==> src/rtl/lcd_pkg.sv <==
// Shared definitions for the HD44780 bus responder: DDRAM geometry, error codes,
// init-state encoding, command classification and DDRAM address stepping.
package lcd_pkg;

    localparam int         E_MIN_HIGH_DEF = 4;
    localparam logic [7:0] BLANK          = 8'h20;

    localparam logic [6:0] LINE0_BASE  = 7'h00;
    localparam logic [6:0] LINE1_BASE  = 7'h40;
    localparam logic [6:0] LINE0_LIMIT = 7'h27;
    localparam logic [6:0] LINE1_LIMIT = 7'h67;

    localparam logic [3:0] FUNC_SET_HI = 4'h3;

    localparam logic [2:0] ERR_NONE    = 3'd0;
    localparam logic [2:0] ERR_GLITCH  = 3'd1;
    localparam logic [2:0] ERR_BUSY    = 3'd2;
    localparam logic [2:0] ERR_PREINIT = 3'd3;
    localparam logic [2:0] ERR_READ    = 3'd4;
    localparam logic [2:0] ERR_UNSUP   = 3'd5;

    typedef enum logic [1:0] {ST_UNINIT, ST_INIT1, ST_INIT2, ST_READY} init_state_t;

    typedef enum logic [3:0] {
        CMD_NONE, CMD_CLEAR, CMD_HOME, CMD_ENTRY, CMD_DISPLAY,
        CMD_SHIFT, CMD_FUNC, CMD_CGRAM, CMD_DDRAM
    } cmd_t;

    // HD44780 opcodes are identified by their most significant set bit.
    function automatic cmd_t decode_cmd(input logic [7:0] d);
        if (d[7]) return CMD_DDRAM;
        if (d[6]) return CMD_CGRAM;
        if (d[5]) return CMD_FUNC;
        if (d[4]) return CMD_SHIFT;
        if (d[3]) return CMD_DISPLAY;
        if (d[2]) return CMD_ENTRY;
        if (d[1]) return CMD_HOME;
        if (d[0]) return CMD_CLEAR;
        return CMD_NONE;
    endfunction

    // Addresses in the holes between the two 40-byte lines snap back onto a line edge.
    function automatic logic [6:0] step_addr(input logic [6:0] a, input logic inc);
        logic off_line;
        off_line = (a > LINE0_LIMIT && a < LINE1_BASE) || (a > LINE1_LIMIT);
        if (off_line) return inc ? LINE1_BASE : LINE0_LIMIT;
        if (inc) begin
            if (a == LINE0_LIMIT) return LINE1_BASE;
            if (a == LINE1_LIMIT) return LINE0_BASE;
            return a + 7'd1;
        end
        if (a == LINE0_BASE) return LINE1_LIMIT;
        if (a == LINE1_BASE) return LINE0_LIMIT;
        return a - 7'd1;
    endfunction

endpackage

==> src/rtl/lcd_strobe_detect.sv <==
// Registers the raw LCD bus and turns each E pulse into a strobe or glitch
// pulse, qualified by a saturating E-high length counter.
module lcd_strobe_detect
    import lcd_pkg::*;
#(
    parameter int E_MIN_HIGH = E_MIN_HIGH_DEF
) (
    input  logic       clk,
    input  logic       rst,
    input  logic       lcd_e,
    input  logic       lcd_rs,
    input  logic       lcd_rw,
    input  logic [7:0] lcd_data,
    output logic       strobe,
    output logic       glitch,
    output logic       st_rs,
    output logic       st_rw,
    output logic [7:0] st_data
);

    logic       e_q, e_prev, rs_q, rw_q;
    logic [7:0] data_q;
    logic [3:0] high_cnt;
    logic       fall;

    always_ff @(posedge clk or posedge rst) begin
        if (rst) begin
            e_q      <= 1'b0;
            e_prev   <= 1'b0;
            rs_q     <= 1'b0;
            rw_q     <= 1'b0;
            data_q   <= 8'h00;
            high_cnt <= 4'd0;
            st_rs    <= 1'b0;
            st_rw    <= 1'b0;
            st_data  <= 8'h00;
        end else begin
            e_q    <= lcd_e;
            e_prev <= e_q;
            rs_q   <= lcd_rs;
            rw_q   <= lcd_rw;
            data_q <= lcd_data;
            // Bus fields follow E_q while high, so they hold the last E-high cycle at the fall.
            if (e_q) begin
                high_cnt <= (high_cnt == 4'hF) ? high_cnt : high_cnt + 4'd1;
                st_rs    <= rs_q;
                st_rw    <= rw_q;
                st_data  <= data_q;
            end else begin
                high_cnt <= 4'd0;
            end
        end
    end

    assign fall   = e_prev & ~e_q;
    assign strobe = fall && (high_cnt >= 4'(E_MIN_HIGH));
    assign glitch = fall && !strobe;

endmodule

==> src/rtl/lcd_hd44780_responder.sv <==
// HD44780 bus responder: init tracking, command/data decode, 2x16 DDRAM mirror
// with clear sweep, and a registered read port for display mirrors.
//
//  state     | meaning
//  ST_UNINIT | no function-set seen since reset
//  ST_INIT1  | one function-set seen
//  ST_INIT2  | two function-sets seen
//  ST_READY  | init complete, full command set accepted
module lcd_hd44780_responder
    import lcd_pkg::*;
#(
    parameter int E_MIN_HIGH = E_MIN_HIGH_DEF
) (
    input  logic       clk,
    input  logic       rst,
    input  logic       lcd_rs,
    input  logic       lcd_rw,
    input  logic       lcd_e,
    input  logic [7:0] lcd_data,
    input  logic [4:0] rd_idx,
    output logic [7:0] rd_char,
    output logic       ready,
    output logic       disp_on,
    output logic       busy,
    output logic [6:0] cursor_addr,
    output logic       acc_pulse,
    output logic       err_pulse,
    output logic [2:0] err_code
);

    logic        strobe, glitch, st_rs, st_rw;
    logic [7:0]  st_data;
    init_state_t state, state_nxt;
    logic [6:0]  cursor_nxt;
    logic        inc_mode, inc_nxt, disp_nxt;
    logic        acc, err, start_sweep, wr_en, boot;
    logic [2:0]  code;
    logic [4:0]  sweep_idx;
    cmd_t        cmd;
    logic [7:0]  mem [32];

    lcd_strobe_detect #(.E_MIN_HIGH(E_MIN_HIGH)) u_strobe (
        .clk      (clk),
        .rst      (rst),
        .lcd_e    (lcd_e),
        .lcd_rs   (lcd_rs),
        .lcd_rw   (lcd_rw),
        .lcd_data (lcd_data),
        .strobe   (strobe),
        .glitch   (glitch),
        .st_rs    (st_rs),
        .st_rw    (st_rw),
        .st_data  (st_data)
    );

    always_comb begin
        state_nxt   = state;
        cursor_nxt  = cursor_addr;
        inc_nxt     = inc_mode;
        disp_nxt    = disp_on;
        acc         = 1'b0;
        err         = 1'b0;
        code        = ERR_NONE;
        start_sweep = 1'b0;
        wr_en       = 1'b0;
        cmd         = decode_cmd(st_data);
        if (glitch) begin
            err  = 1'b1;
            code = ERR_GLITCH;
        end else if (strobe) begin
            if (busy) begin
                err  = 1'b1;
                code = ERR_BUSY;
            end else if (state != ST_READY) begin
                if (!st_rs && !st_rw && st_data[7:4] == FUNC_SET_HI) begin
                    acc = 1'b1;
                    unique case (state)
                        ST_UNINIT: state_nxt = ST_INIT1;
                        ST_INIT1:  state_nxt = ST_INIT2;
                        default:   state_nxt = ST_READY;
                    endcase
                end else begin
                    err  = 1'b1;
                    code = ERR_PREINIT;
                end
            end else if (st_rw) begin
                err  = 1'b1;
                code = ERR_READ;
            end else if (st_rs) begin
                // Writes outside the two visible 16-column windows are dropped but still step.
                acc        = 1'b1;
                wr_en      = (cursor_addr[5:4] == 2'b00);
                cursor_nxt = step_addr(cursor_addr, inc_mode);
            end else begin
                acc = 1'b1;
                case (cmd)
                    CMD_CLEAR: begin
                        start_sweep = 1'b1;
                        cursor_nxt  = LINE0_BASE;
                        inc_nxt     = 1'b1;
                    end
                    CMD_HOME:    cursor_nxt = LINE0_BASE;
                    CMD_ENTRY:   if (st_data[0]) acc = 1'b0; else inc_nxt = st_data[1];
                    CMD_DISPLAY: disp_nxt = st_data[2];
                    CMD_SHIFT: begin
                        if (st_data[3]) acc = 1'b0;
                        else cursor_nxt = step_addr(cursor_addr, st_data[2]);
                    end
                    CMD_FUNC:    acc = 1'b1;
                    CMD_DDRAM:   cursor_nxt = st_data[6:0];
                    default:     acc = 1'b0;
                endcase
                if (!acc) begin
                    err  = 1'b1;
                    code = ERR_UNSUP;
                end
            end
        end
    end

    always_ff @(posedge clk or posedge rst) begin
        if (rst) begin
            state       <= ST_UNINIT;
            boot        <= 1'b1;
            busy        <= 1'b0;
            sweep_idx   <= 5'd0;
            cursor_addr <= LINE0_BASE;
            inc_mode    <= 1'b1;
            disp_on     <= 1'b0;
            acc_pulse   <= 1'b0;
            err_pulse   <= 1'b0;
            err_code    <= ERR_NONE;
            rd_char     <= BLANK;
        end else begin
            state       <= state_nxt;
            boot        <= 1'b0;
            cursor_addr <= cursor_nxt;
            inc_mode    <= inc_nxt;
            disp_on     <= disp_nxt;
            acc_pulse   <= acc;
            err_pulse   <= err;
            if (err) err_code <= code;
            if (boot || start_sweep) begin
                busy      <= 1'b1;
                sweep_idx <= 5'd0;
            end else if (busy) begin
                if (sweep_idx == 5'd31) busy <= 1'b0;
                sweep_idx <= sweep_idx + 5'd1;
            end
            rd_char <= (busy || !disp_on) ? BLANK : mem[rd_idx];
        end
    end

    always_ff @(posedge clk) begin
        if (busy) mem[sweep_idx] <= BLANK;
        else if (wr_en) mem[{cursor_addr[6], cursor_addr[3:0]}] <= st_data;
    end

    assign ready = (state == ST_READY);

endmodule

==> config.mk <==
export PLATFORM = sky130hd
export DESIGN_NAME = lcd_hd44780_responder
export DESIGN_NICKNAME = d
export VERILOG_FILES = /design/src/rtl/lcd_pkg.sv /design/src/rtl/lcd_strobe_detect.sv /design/src/rtl/lcd_hd44780_responder.sv
export SDC_FILE = /design/constraint.sdc
export NUM_CORES = 1
export LEC_CHECK = 0
export ABC_CLOCK_PERIOD_IN_PS = 7650
export BUFFER_PORTS_ARGS = -buffer_cell sky130_fd_sc_hd__buf_2
export CAP_MARGIN = 25
export CORE_ASPECT_RATIO = 1.75
export CORE_MARGIN = 2
export CORE_UTILIZATION = 67
export DETAILED_ROUTE_END_ITERATION = 6
export PLACE_DENSITY = 0.84
export SETUP_SLACK_MARGIN = 0.2
export SLEW_MARGIN = 20
export SYNTH_ARGS = -nofsm -noshare
export SYNTH_HDL_FRONTEND = slang
export SYNTH_SLANG_ARGS = --single-unit
==> constraint.sdc <==
create_clock -name clk -period 7.65 [get_ports clk]
set_input_delay 0 -clock clk [delete_from_list [all_inputs] [get_ports clk]]
set_output_delay 0 -clock clk [all_outputs]
set_load 0.03 [all_outputs]
==> impl_metrics.tcl <==
set metrics [dict create \
    status "complete, no violations" \
    syn_inst 776 \
    p_per_area_nw_per_um2 228 \
    first_iter_violations 835 \
    clkLatencyLatePin_ns 0.54 \
    ios 41 \
    utilization_pct 74.5 \
    grt_pass1_wl_mm 47.4 \
    rows 68 \
    yosysWarnings 0 \
    synth-edff-count 256 \
    core_area_um2 19600 \
    via_per_inst 7.00 \
    maxSlewHeadroom_pct 32.3 \
    startpoint_type "register" \
    remaining_drc_errors 0 \
    synthesis.area_um2 13300 \
    cts-htree-levels 1 \
    reg2reg_depth 6 \
    pwr-share-seq_pct 56.3 \
    ys_ff_latch 313 \
    cap_violations 0 \
    n_antenna_cell 0 \
    cts_buffers 26 \
    grt_setup_unrepaired "false" \
    place_ws_ns 3.89 \
    worstPathMaxFanout 20 \
    port_buffers 40 \
    die_x_um 110 \
    grt_pass1_vias 7757 \
    yosysSeqAreaShare_pct 68.7 \
    r2r-end "mem[27][4]" \
    max_slew.worst_pin.slew_ns 1.01 \
    overflow 0 \
    grt_max_degree 65 \
    switchingPower_mw 0.704 \
    antenna_left 0 \
    synth_cell_type_count 68 \
    crit_path_end_kind "register" \
    power_frac_clock_pct 39.4 \
    p_leak_nw 5.38 \
    wl_per_cell_um 28.7 \
    synth_common_cells "256 x edfxtp_1, 70 x nor2_1, 54 x dfrtp_1" \
    worstPathArrival_ns 4.05 \
    period_share_pct 50.8 \
    cp-endpoint "mem[27][4]" \
    cts.reportedPaths.clkPinSlew_ns 0.07 \
    finalWorstSetupSlack_ns 3.76 \
    grtUsageTotal_pct 31.6 \
    placed_area_um2 13600 \
    syn-num-nets 799 \
    intPower_mw 2.62 \
    num_vias 7587 \
    hold_violations 0 \
    reg2reg_from "busy" \
    fin_skew_ns 0.0227 \
    yosys-top-cells-area "edfxtp_1 58%, dfrtp_1 10%, mux4_2 8.0%" \
    die-area_um2 21000 \
    rrSetupSlack_ns 3.76 \
    cts_root_buf "clkbuf_16" \
    synthToLayoutAreaGrowth_pct 9.85 \
    initial_core_util_pct 67.8 \
    crit_start "busy" \
    yosysMostFrequentCell "edfxtp_1" \
    min_path_type "in2reg" \
    hpwl_mm 18.9 \
    worstPathRequired_ns 7.82 \
    antenna_found_initial 1 \
    maxSlewViolCount 0 \
    layout-drive-gt1-share_pct 19.9 \
    ys.flop_type "edfxtp_1" \
    fin_nets 842 \
    period_needed_ns 3.89 \
    path_class "reg2reg" \
    setup_tns_ns 0 \
    final_area_um2 14600 \
    die_h_um 190 \
    yosysTopAreaCell "edfxtp_1" \
    synthArstFlopShare_pct 18.2 \
    clock.fmax_mhz 257 \
    setup_viol 0 \
    yosys.area.top_type_share_pct 58.0 \
    place_congestion 0.979 \
    peakVddDrop_uv 236 \
    drt_wl_total_mm 31.1 \
    p_sw_share_pct 21.2 \
    clock_path_buffers 3 \
    cts_tree "yes" \
    p_comb_share_pct 4.3 \
    clock-sinks 313 \
    synth.avg_cell_area_um2 17.1 \
    drt_pass1_iterations 5 \
]
-- layer usage --
layer	track usage, %	wire length (um)
met5	0	0
met4	12.4	1400
met3	4.25	2120
met2	55.3	17100
met1	39.9	10400
-- power groups by stage --
stage	Clock, mW	Combinational [mW]	Sequential, mW
floorplan	0	0.106	1.90
global placement	0	0.127	1.91
detailed placement	0	0.133	1.91
CTS	1.32	0.141	1.87
global route	1.38	0.152	1.88
finish	1.31	0.142	1.88
-- layout by cell type, fill, tap and decap left out, types with 13 or more instances in the layout --
master           n
edfxtp_1       256
nor2_1          70
dfrtp_1         54
mux4_2          47
buf_2           39
nand2_1         27
clkbuf_16       26
mux4_1          24
mux2i_1         21
o21ai_0         19
a21oi_1         17
inv_1           15
nand3_1         13
dlygate4sd3_1   13
-- per-stage QoR --
| step | hold WS (ns) | power, mW | instances |
|---|---|---|---|
| after floorplan | 0.0314 | 2.00 | 776 |
| after CTS | 0.0537 | 3.33 | 1084 |
| final | 0.0655 | 3.33 | 1084 |
| after detailed placement | 0.109 | 2.04 | 1023 |
| after global placement | 0.109 | 2.03 | 1018 |
| after global routing | 0.103 | 3.41 | 1084 |
-- state kept, by name (all words and copies together), names as in the netlist, 2 cells and up --
signal and count:
sweep_idx 5, state 2, err_code 3, u_strobe.high_cnt 4, u_strobe.st_data 8, rd_char 8
u_strobe.data_q 8, mem 256, cursor_addr 7
-- cell families after synthesis --
family,count (synthesis),share of synthesized area [%]
AND/OR/NAND/NOR,182,7.13
AO/OA/AOI/OAI,101,5.36
adder cells (fa/ha/maj),5,0.472
multiplexers,103,15.3
flip-flops,313,68.7
other,1,0.0283
buffers and inverters,63,2.48
XOR/XNOR,8,0.528
-- worst max-delay path: stages (launching register included) --
cell	delay (ns)
dfrtp_1	0.57
nand4bb_1	0.34
nor3_2	0.31
and3_1	0.87
a31oi_1	0.43
buf_4	0.30
nor2_1	0.68
-- worst min path at each step --
stage                      startpoint                 end  slack (ns)  cells after the start
final                       rd_idx[2]          rd_char[5]        0.07                      3
after global routing      lcd_data[0]  u_strobe.data_q[0]        0.10                      2
after CTS                   rd_idx[2]          rd_char[5]        0.05                      3
after global placement    lcd_data[4]  u_strobe.data_q[4]        0.11                      1
after floorplan           lcd_data[0]  u_strobe.data_q[0]        0.03                      0
after detailed placement  lcd_data[6]  u_strobe.data_q[6]        0.11                      1
-- layout make-up --
| type | instances | area (um2) |
|---|---|---|
| flip-flops and latches | 313 | 9120 |
| well taps | 245 | 307 |
| inverters | 16 | 60.1 |
| fillers | 1103 | 5000 |
| multi-input cells | 400 | 3820 |
| clock inverters | 11 | 101 |
| repair buffers | 62 | 415 |
| clock buffers | 37 | 743 |
-- repair_timing --
action                                  in CTS  in global routing
hold buffers                                13                  0
resized for setup                            0                  0
endpoints found under the hold margin       73                  0
endpoints found under the setup margin       0                  0
buffers inserted                             0                  0
No activity file was read; power rests on OpenSTA's default activity.
